==> src/rtl/permutation_sequencer_pkg.sv <==
// Shared types for the permutation sequencer: state encoding, control-vector layout,
// default round limit and the round-count saturation helper.
package permutation_sequencer_pkg;

  localparam int MAX_ROUNDS_DEF = 24;
  localparam int STATE_W        = 3;

  typedef enum logic [STATE_W-1:0] {
    S_IDLE = 3'd0,
    S_INIT = 3'd1,
    S_LOAD = 3'd2,
    S_RES  = 3'd3,
    S_DONE = 3'd4
  } state_e;

  // Field order of the decoded control vector, MSB first.
  typedef struct packed {
    logic ready;
    logic busy;
    logic cnt_clr;
    logic cnt_en;
    logic put_input;
    logic ld_reg;
    logic sel_res;
    logic out_valid;
  } ctrl_t;

  function automatic int sat_rounds(input int req, input int max_rounds);
    return (req > max_rounds) ? max_rounds : req;
  endfunction

endpackage

==> src/rtl/permutation_sequencer_if.sv <==
// Handshake and datapath-control bundle between the permutation sequencer and its
// surroundings. The abort line exists only when PERM_ABORT_EN is defined.
interface permutation_sequencer_if #(
  parameter int RW = 5
);
  logic          start;
  logic [RW-1:0] numRounds;
  logic          outReady;
`ifdef PERM_ABORT_EN
  logic          abort;
`endif
  logic          ready;
  logic          busy;
  logic          cntClr;
  logic          cntEn;
  logic          putInput;
  logic          ldReg;
  logic          selRes;
  logic [RW-1:0] roundIdx;
  logic          lastRound;
  logic          outValid;

  modport master (
    output start, numRounds, outReady,
`ifdef PERM_ABORT_EN
    output abort,
`endif
    input  ready, busy, cntClr, cntEn, putInput, ldReg, selRes,
    input  roundIdx, lastRound, outValid
  );

  modport slave (
    input  start, numRounds, outReady,
`ifdef PERM_ABORT_EN
    input  abort,
`endif
    output ready, busy, cntClr, cntEn, putInput, ldReg, selRes,
    output roundIdx, lastRound, outValid
  );

endinterface

==> src/rtl/permutation_sequencer_round_counter.sv <==
// Round index counter: clear has priority over increment; carry flags the last round
// of the call (count == limit-1).
module permutation_sequencer_round_counter #(
  parameter int RW = 5
) (
  input  logic          clk_i,
  input  logic          rst_ni,
  input  logic          clr_i,
  input  logic          en_i,
  input  logic [RW-1:0] limit_i,
  output logic [RW-1:0] count_o,
  output logic          co_o
);

  logic [RW-1:0] count_q, count_d;

  always_comb begin
    count_d = count_q;
    if (clr_i)     count_d = '0;
    else if (en_i) count_d = count_q + 1'b1;
  end

  always_ff @(posedge clk_i or negedge rst_ni) begin
    if (!rst_ni) count_q <= '0;
    else         count_q <= count_d;
  end

  assign count_o = count_q;
  assign co_o    = (count_q == (limit_i - 1'b1));

endmodule

==> src/rtl/permutation_sequencer.sv <==
// Moore FSM sequencing an iterated permutation datapath over a run-time round count.
// Optional feature: define PERM_ABORT_EN to add a mid-call abort input.
module permutation_sequencer
  import permutation_sequencer_pkg::*;
#(
  parameter int MAX_ROUNDS = MAX_ROUNDS_DEF,
  parameter int RW         = 5
) (
  input  logic                        clk_i,
  input  logic                        rst_ni,
  permutation_sequencer_if.slave      seq
);

  state_e        state_q, state_d;
  logic [RW-1:0] n_q, n_d;
  ctrl_t         ctrl;
  logic          abort_w;
  logic          cnt_clr_w;
  logic [RW-1:0] count;
  logic          co;

`ifdef PERM_ABORT_EN
  assign abort_w = seq.abort;
`else
  assign abort_w = 1'b0;
`endif

  // Abort only matters while a call is in flight; it also empties the counter.
  assign cnt_clr_w = ctrl.cnt_clr | (abort_w & ctrl.busy);

  permutation_sequencer_round_counter #(.RW(RW)) u_cnt (
    .clk_i   (clk_i),
    .rst_ni  (rst_ni),
    .clr_i   (cnt_clr_w),
    .en_i    (ctrl.cnt_en),
    .limit_i (n_q),
    .count_o (count),
    .co_o    (co)
  );

  always_comb begin
    state_d = state_q;
    n_d     = n_q;
    unique case (state_q)
      S_IDLE: begin
        if (seq.start) begin
          n_d     = RW'(sat_rounds(int'(seq.numRounds), MAX_ROUNDS));
          state_d = S_INIT;
        end
      end
      S_INIT: begin
        if (abort_w)         state_d = S_IDLE;
        else if (n_q == '0)  state_d = S_DONE;
        else                 state_d = S_LOAD;
      end
      S_LOAD: begin
        if (abort_w) state_d = S_IDLE;
        else         state_d = S_RES;
      end
      S_RES: begin
        if (abort_w) state_d = S_IDLE;
        else if (co) state_d = S_DONE;
        else         state_d = S_LOAD;
      end
      S_DONE: begin
        if (seq.outReady) state_d = S_IDLE;
      end
      default: state_d = S_IDLE;
    endcase
  end

  always_ff @(posedge clk_i or negedge rst_ni) begin
    if (!rst_ni) begin
      state_q <= S_IDLE;
      n_q     <= '0;
    end else begin
      state_q <= state_d;
      n_q     <= n_d;
    end
  end

  always_comb begin
    ctrl = '0;
    unique case (state_q)
      S_IDLE: ctrl.ready = 1'b1;
      S_INIT: begin
        ctrl.busy      = 1'b1;
        ctrl.cnt_clr   = 1'b1;
        ctrl.put_input = 1'b1;
        ctrl.ld_reg    = 1'b1;
      end
      S_LOAD: begin
        ctrl.busy   = 1'b1;
        ctrl.ld_reg = 1'b1;
      end
      S_RES: begin
        ctrl.busy    = 1'b1;
        ctrl.ld_reg  = 1'b1;
        ctrl.sel_res = 1'b1;
        ctrl.cnt_en  = 1'b1;
      end
      S_DONE:  ctrl.out_valid = 1'b1;
      default: ctrl = '0;
    endcase
  end

  assign seq.ready     = ctrl.ready;
  assign seq.busy      = ctrl.busy;
  assign seq.cntClr    = ctrl.cnt_clr;
  assign seq.cntEn     = ctrl.cnt_en;
  assign seq.putInput  = ctrl.put_input;
  assign seq.ldReg     = ctrl.ld_reg;
  assign seq.selRes    = ctrl.sel_res;
  assign seq.outValid  = ctrl.out_valid;
  assign seq.roundIdx  = count;
  assign seq.lastRound = ((state_q == S_LOAD) || (state_q == S_RES)) && co;

endmodule

==> src/flat_wrapper.sv <==
// flat-port wrapper written by rule: the top's interface ports become plain ports
module permutation_sequencer_flat import permutation_sequencer_pkg::*;
#(
  parameter int MAX_ROUNDS = MAX_ROUNDS_DEF,
  parameter int RW         = 5
)
  (clk_i, rst_ni, seq_start, seq_numRounds, seq_outReady, seq_ready, seq_busy, seq_cntClr, seq_cntEn, seq_putInput, seq_ldReg, seq_selRes, seq_roundIdx, seq_lastRound, seq_outValid);
  permutation_sequencer_if #(.RW(RW)) seq_i ();
  input  logic clk_i;
  input  logic rst_ni;
  input wire logic [$bits(seq_i.start)-1:0] seq_start;
  input wire logic [$bits(seq_i.numRounds)-1:0] seq_numRounds;
  input wire logic [$bits(seq_i.outReady)-1:0] seq_outReady;
  output wire logic [$bits(seq_i.ready)-1:0] seq_ready;
  output wire logic [$bits(seq_i.busy)-1:0] seq_busy;
  output wire logic [$bits(seq_i.cntClr)-1:0] seq_cntClr;
  output wire logic [$bits(seq_i.cntEn)-1:0] seq_cntEn;
  output wire logic [$bits(seq_i.putInput)-1:0] seq_putInput;
  output wire logic [$bits(seq_i.ldReg)-1:0] seq_ldReg;
  output wire logic [$bits(seq_i.selRes)-1:0] seq_selRes;
  output wire logic [$bits(seq_i.roundIdx)-1:0] seq_roundIdx;
  output wire logic [$bits(seq_i.lastRound)-1:0] seq_lastRound;
  output wire logic [$bits(seq_i.outValid)-1:0] seq_outValid;
  assign seq_i.start = seq_start;
  assign seq_i.numRounds = seq_numRounds;
  assign seq_i.outReady = seq_outReady;
  assign seq_ready = seq_i.ready;
  assign seq_busy = seq_i.busy;
  assign seq_cntClr = seq_i.cntClr;
  assign seq_cntEn = seq_i.cntEn;
  assign seq_putInput = seq_i.putInput;
  assign seq_ldReg = seq_i.ldReg;
  assign seq_selRes = seq_i.selRes;
  assign seq_roundIdx = seq_i.roundIdx;
  assign seq_lastRound = seq_i.lastRound;
  assign seq_outValid = seq_i.outValid;
  permutation_sequencer #(.MAX_ROUNDS(MAX_ROUNDS), .RW(RW)) u_core (.clk_i(clk_i), .rst_ni(rst_ni), .seq(seq_i));
endmodule
==> config.mk <==
export PLATFORM = sky130hd
export DESIGN_NAME = permutation_sequencer_flat
export DESIGN_NICKNAME = d
export VERILOG_FILES = /design/src/rtl/permutation_sequencer_pkg.sv /design/src/rtl/permutation_sequencer_if.sv /design/src/rtl/permutation_sequencer_round_counter.sv /design/src/rtl/permutation_sequencer.sv /design/src/flat_wrapper.sv
export SDC_FILE = /design/constraint.sdc
export NUM_CORES = 1
export LEC_CHECK = 0
export ABC_CLOCK_PERIOD_IN_PS = 1500
export BUFFER_PORTS_ARGS = -buffer_cell sky130_fd_sc_hd__buf_2
export CORE_ASPECT_RATIO = 1.5
export CORE_UTILIZATION = 25
export DETAILED_ROUTE_END_ITERATION = 16
export PLACE_DENSITY_LB_ADDON = 0.1
export SYNTH_ARGS = -nofsm -noshare
export SYNTH_HDL_FRONTEND = slang
export SYNTH_SLANG_ARGS = --single-unit
==> constraint.sdc <==
create_clock -name clk_i -period 1.5 [get_ports clk_i]
set_input_delay 0.225 -clock clk_i [delete_from_list [all_inputs] [get_ports clk_i]]
set_output_delay 0.225 -clock clk_i [all_outputs]
set_load 0.03 [all_outputs]
# [Yosys cells after proc, flatten, opt, wreduce, memory -nomap -nowiden]
# Index checks and enable logic that the tools add are counted.
[word_totals] ff_bits=13 inputBits=9 output_inout_bits=14 elab_cells=34
[classes] n_eq_ne=7 n_addsub=2 order_cmp=1 n_reduce_logical=8 n_mux=13
[op_table] operator="5-bit 2-to-1 mux" n=3
[op_table] operator="3-bit case mux with 5 select lines" n=1
[op_table] operator="3-bit 2-to-1 mux" n=4
[op_table] operator="3-bit by 2-bit equality test with 1-bit output (second input constant)" n=2
[op_table] operator="5-bit by 1-bit adder with 5-bit output (second input constant)" n=1
[op_table] operator="5-bit equality test" n=1
[op_table] operator="5-bit > comparator (second input constant)" n=1
[op_table] operator="5-bit logical NOT" n=1
[op_table] operator="1-bit 2-to-1 mux" n=5
[op_table] operator="5-bit by 1-bit subtractor with 5-bit output (second input constant)" n=1
[op_table] operator="2-bit inequality test (second input constant)" n=2
[op_table] operator="2-bit AND reduction" n=2
[op_table] operator="3-bit by 1-bit equality test with 1-bit output (second input constant)" n=1
[op_table] operator="3-bit equality test (second input constant)" n=1
[op_table] operator="3-bit logical NOT" n=1
[op_table] operator="3-bit OR reduction" n=1
[op_table] operator="2-bit nonzero test" n=1
[op_table] operator="1-bit logical AND" n=1
[op_table] operator="1-bit logical OR" n=1

# [Logic depth before layout (Yosys ltp)]
[depth] word_depth=4 ltp_mapped=6 ltp_nobuf=6

# [By module]
# From an unflattened synthesis, not the netlist that was laid out.
[unflattened] hier_cells=81 hier_area_um2=803.3
[by_module_without_submodules] module="permutation_sequencer" area_per_inst_um2=455.4 cells_per_inst=45 n_inst=1 seq_area_each_um2=200.2
[by_module_without_submodules] module="permutation_sequencer_round_counter" area_per_inst_um2=347.8 cells_per_inst=36 n_inst=1 seq_area_each_um2=125.1

# [Worst setup path before layout]
# Ideal clock, no wire load.
[synth_timing] path_kind="reg2out" startpoint="register u_core.n_q[0]" endpoint="output seq_lastRound" stages_incl_launch_ff=7 arrival_ns=1.863 path_buffers=0 required_ns=1.275 path_slack_ns=-0.588 path_cell_list="dfrtp_1 inv_1 ha_1 xnor2_1 a211oi_2 o311ai_2 nor3_1"
[synth_between] elab_chain_len=3
[synth_rtl] element="start, declared" line_no="permutation_sequencer.sv:15" text="logic [RW-1:0] n_q, n_d;"
[synth_rtl] element="start signal, assigned" line_no="permutation_sequencer.sv:78" text="n_q <= n_d;"
[synth_rtl] element="5-bit by 1-bit subtractor with 5-bit output" line_no="permutation_sequencer_round_counter.sv:29" text="assign co_o = (count_q == (limit_i - 1'b1));"
[synth_rtl] element="5-bit equality test" line_no="permutation_sequencer_round_counter.sv:29"
[synth_rtl] element="1-bit logical AND" line_no="permutation_sequencer.sv:116" text="assign seq.lastRound = ((state_q == S_LOAD) || (state_q == S_RES)) && co;"
[synth_rtl] element="end, declared" line_no="flat_wrapper.sv:22" text="output wire logic [$bits(seq_i.lastRound)-1:0] seq_lastRound;"
# No other way between the ends.

# [Worst setup path in the final report]
[layout_timing] startpoint="register u_core.n_q[1]" endpoint="output seq_lastRound"
# The elaborated chain is that of the path after synthesis.

==> impl_results.md <==
- Hold_sp: seq_numRounds[4]
- Minimum hold slack: 0.1881 ns
- Number of routed nets with antenna violations: 0
- Crit end category: output pin
- Clk sinks: 13
- Routed WL per cell: approximately 12 um
- Min-Delay Endpoint: u_core.n_q[4]
- Port bufs: 22
- Final setup vio count: 3
- Failing checks: negative setup slack
- Status: finished, violations left
- N_diodes: 0
- Clk root buf: clkbuf_8
- DR vias/cell: 4.468
- DR DRC count: 0
- H-tree depth: 1
- Achievable Freq: 508.9 MHz
- Hold Fails Final Rpt: 0
- Setup TNS: -0.6785 ns
- Async SR Flop Fraction: 1.000
- Worst EP required: roughly 1.3 ns
- Post-route cell area: between 1000 and 1500 um^2
- Worst setup path class: flop to output pin
- Switching Share: 0.4531
- Post-Syn Area: 803.3 um^2
- Arr. time, crit path: 1.74 ns
- Starting DRT DRC Count: 9
- Critical Path Fanout Max: 2
- Skew-Pair Late Insertion Delay: about 0.24 ns
- Unrepaired setup endpoints after global routing: yes
- CP cell instances: inv_2 -> ha_4 -> xnor2_2 -> a211oi_2 -> o311ai_2 -> nor3_4 -> buf_6
- Dpl hpwl: 1.671 mm
- Sequential power share: 0.238
- IO Pins: 23
- Adder-Cell Fraction of Synth Area: 0.03115
- Reg2Reg Capture Point: u_core.state_q[1]
- Simple-Gate Fraction of Synth Area: 0.2461
- Share of cells above drive strength 1: 0.4848
- Post-synth top area cell: dfrtp_1
- Area post-placement: 1069 um^2
- Syn Area/Cell: 8.637 um^2
- Vias: 764
- Worst Hold Class: input pin to flop
- Reg2reg start: u_core.n_q[1]
- P per Cell Area: between 2000 and 2500 nW/um^2
- Die height: 71.43 um
- DR pass1 iterations: 2
- Final Cycle Share: 1.310
- CP delay by family, top: flip-flops
- Synthesis-to-finish area growth: 50.16%
- Num CTS Buffers: 3
- Critical Path Slowest Stage Cell: dfrtp_1
- Top cells by area, synth: dfrtp_1 (40%), nand2_1 (7.9%), o21ai_0 (5.0%), nand3_1 (3.7%), nor3_1 (3.7%)
- Clk network pwr share: 0.113
- Worst setup margin: -0.4652 ns
- Power Internal: 1.515 mW
- Post-Syn Instances: 93
- Global-route wire length before repair: 3.574 mm
- Worst-Margin Slew: 0.3723 ns
- Pins over their slew limit: 0
- Die area: around 3400 um^2
- Placer Congestion: 0.7215
- Synth cell types: 28
- Post-synth EDFFs: 0
- Period minus WS final: a little under 2 ns
- R2R setup slack: -0.18 ns
- Ys Warns: 0
- Max Cap Viol: 0
- Max incr delay on CP: 0.38 ns
- Initial Util: 0.2702
- Post-synthesis register bit count: 13
- Final Util: 0.4057
- Post-synthesis sequential area ratio: 0.4050
- Most common cell after layout, fill and taps aside: buf_4
- Post-Syn Nets: 104
- Xor/xnor share of the synthesized area: 0.06542
- Peak supply drop: about 1300 uV
- Buf/Inv on CP: 2
- WL final: just over 2 mm
- Comb power frac: 0.649
- Initial antenna violation count: 0
- Row cnt: 24
- CTS Buffer Depth: 2
- Most frequent cells in the layout: buf_4 (20), buf_2 (18), nand2_1 (16), dfrtp_1 (9), o21ai_0 (7)
- Vias in the first global route: between 700 and 800
- Chip Width: 48.28 um
- Ys flop type: dfrtp_1
- Final Power: between 2 and 3 mW
- Core ar.: 2973 um^2
- Pin count of the biggest net entering global routing: 14
- Clock skew: 0.005609 ns
- Total GRT Usage: 0.1464
- Crit path launch type: flop
- Top cell type's share of synthesized area: 0.4050
- Switching pwr: roughly 1.3 mW
- Final nets: between 100 and 150
- Clock Pin Slew Worst Setup and Hold Paths: 0.06 ns
- GRT Residual Overflow: 0
- TritonCTS clock tree: yes
- Largest family of logic cells by synthesized area: simple AND/OR/NAND/NOR gates
- Post-synthesis compound-gate area fraction: 0.1464
- Worst slew margin: 0.7514
- Mux cell area share after synthesis: 0.01246
- Leak pwr: 0.5586 nW
- Hold Crit Depth: 3
- FF-to-FF path depth: 7
layout make-up:
class	count	area (um^2)
sequential	13	330.3
fill	307	1767
tap	39	48.80
inverter	7	26.28
timing repair buffer	42	276.5
clock buffer	4	45.04
multi-input combinational	66	479.2
kinds of logic after synthesis:
kind of cell,after synthesis
AOI/OAI and AO/OA,17
adders and majority gates,2
DFF,13
muxes,1
xor gates and xnor gates,6
buffers and inverters,14
and+or+nand+nor,40
synth_stat cells, drive strengths merged (2+ instances only):
cell type,count
xnor2,3
xor2,3
nor2,3
nor3,7
a21oi,3
nand2,17
ha,2
buf,7
nand3,6
inv,7
dfrtp,13
nand2b,2
o21ai,8
how the worst max path moves through the flow:
stage	from	end	slack, ns	depth (start not counted)
5_1_grt	u_core.n_q[1]	seq_lastRound	-0.57	7
4_1_cts	u_core.n_q[1]	seq_lastRound	-0.47	7
3_5_place_dp	u_core.n_q[0]	seq_lastRound	-0.32	7
6_report	u_core.n_q[1]	seq_lastRound	-0.47	7
2_1_floorplan	u_core.n_q[0]	seq_lastRound	-0.23	6
3_3_place_gp	u_core.n_q[1]	seq_lastRound	-0.28	7
layer usage:
layer / part of all wire / global-route usage
met1: 0.40 / 0.1888
met2: 0.55 / 0.2311
met3: 0.035 / 0.03023
met4: 0.016 / 0.05556
met5: 0 / 0
flip-flops by register name, summed over array words and instances (netlist names):
name,count
u_core.u_cnt.count_o,5
u_core.n_q,5
u_core.state_q,3
worst reg2reg max path: cells and delay by family (launching register included):
kind,cells,cell delay [ns]
buffers and inverters,2,0.26
DFF,1,0.38
AOI/OAI and AO/OA,3,0.59
adders and majority gates,1,0.20
xor gates and xnor gates,1,0.13
repair_timing:
item | in CTS | in global routing
resized for setup | 14 | 8
endpoints found under the setup margin | 8 | 8
buffers inserted | 3 | 1
endpoints found under the hold margin | 13 | 0
hold buffers | 1 | 0
gates cloned | 0 | 0
pin swaps | 4 | 0
power by group through the flow:
stage / combinational [mW] / sequential [mW] / clock [mW]
after global placement: 1.57 / 0.674 / 0
after floorplan: 0.953 / 0.776 / 0
after CTS: 1.78 / 0.664 / 0.326
after detailed placement: 1.58 / 0.676 / 0
final: 1.80 / 0.660 / 0.313
after global routing: 1.96 / 0.684 / 0.342
through the flow:
step / setup slack [ns] / instances
after CTS: -0.4739 / 170
after floorplan: -0.2271 / 93
after global placement: -0.2766 / 163
after detailed placement: -0.3186 / 163
final: -0.4652 / 171
after global routing: -0.5700 / 171
Power figures use the tool's default switching activity.
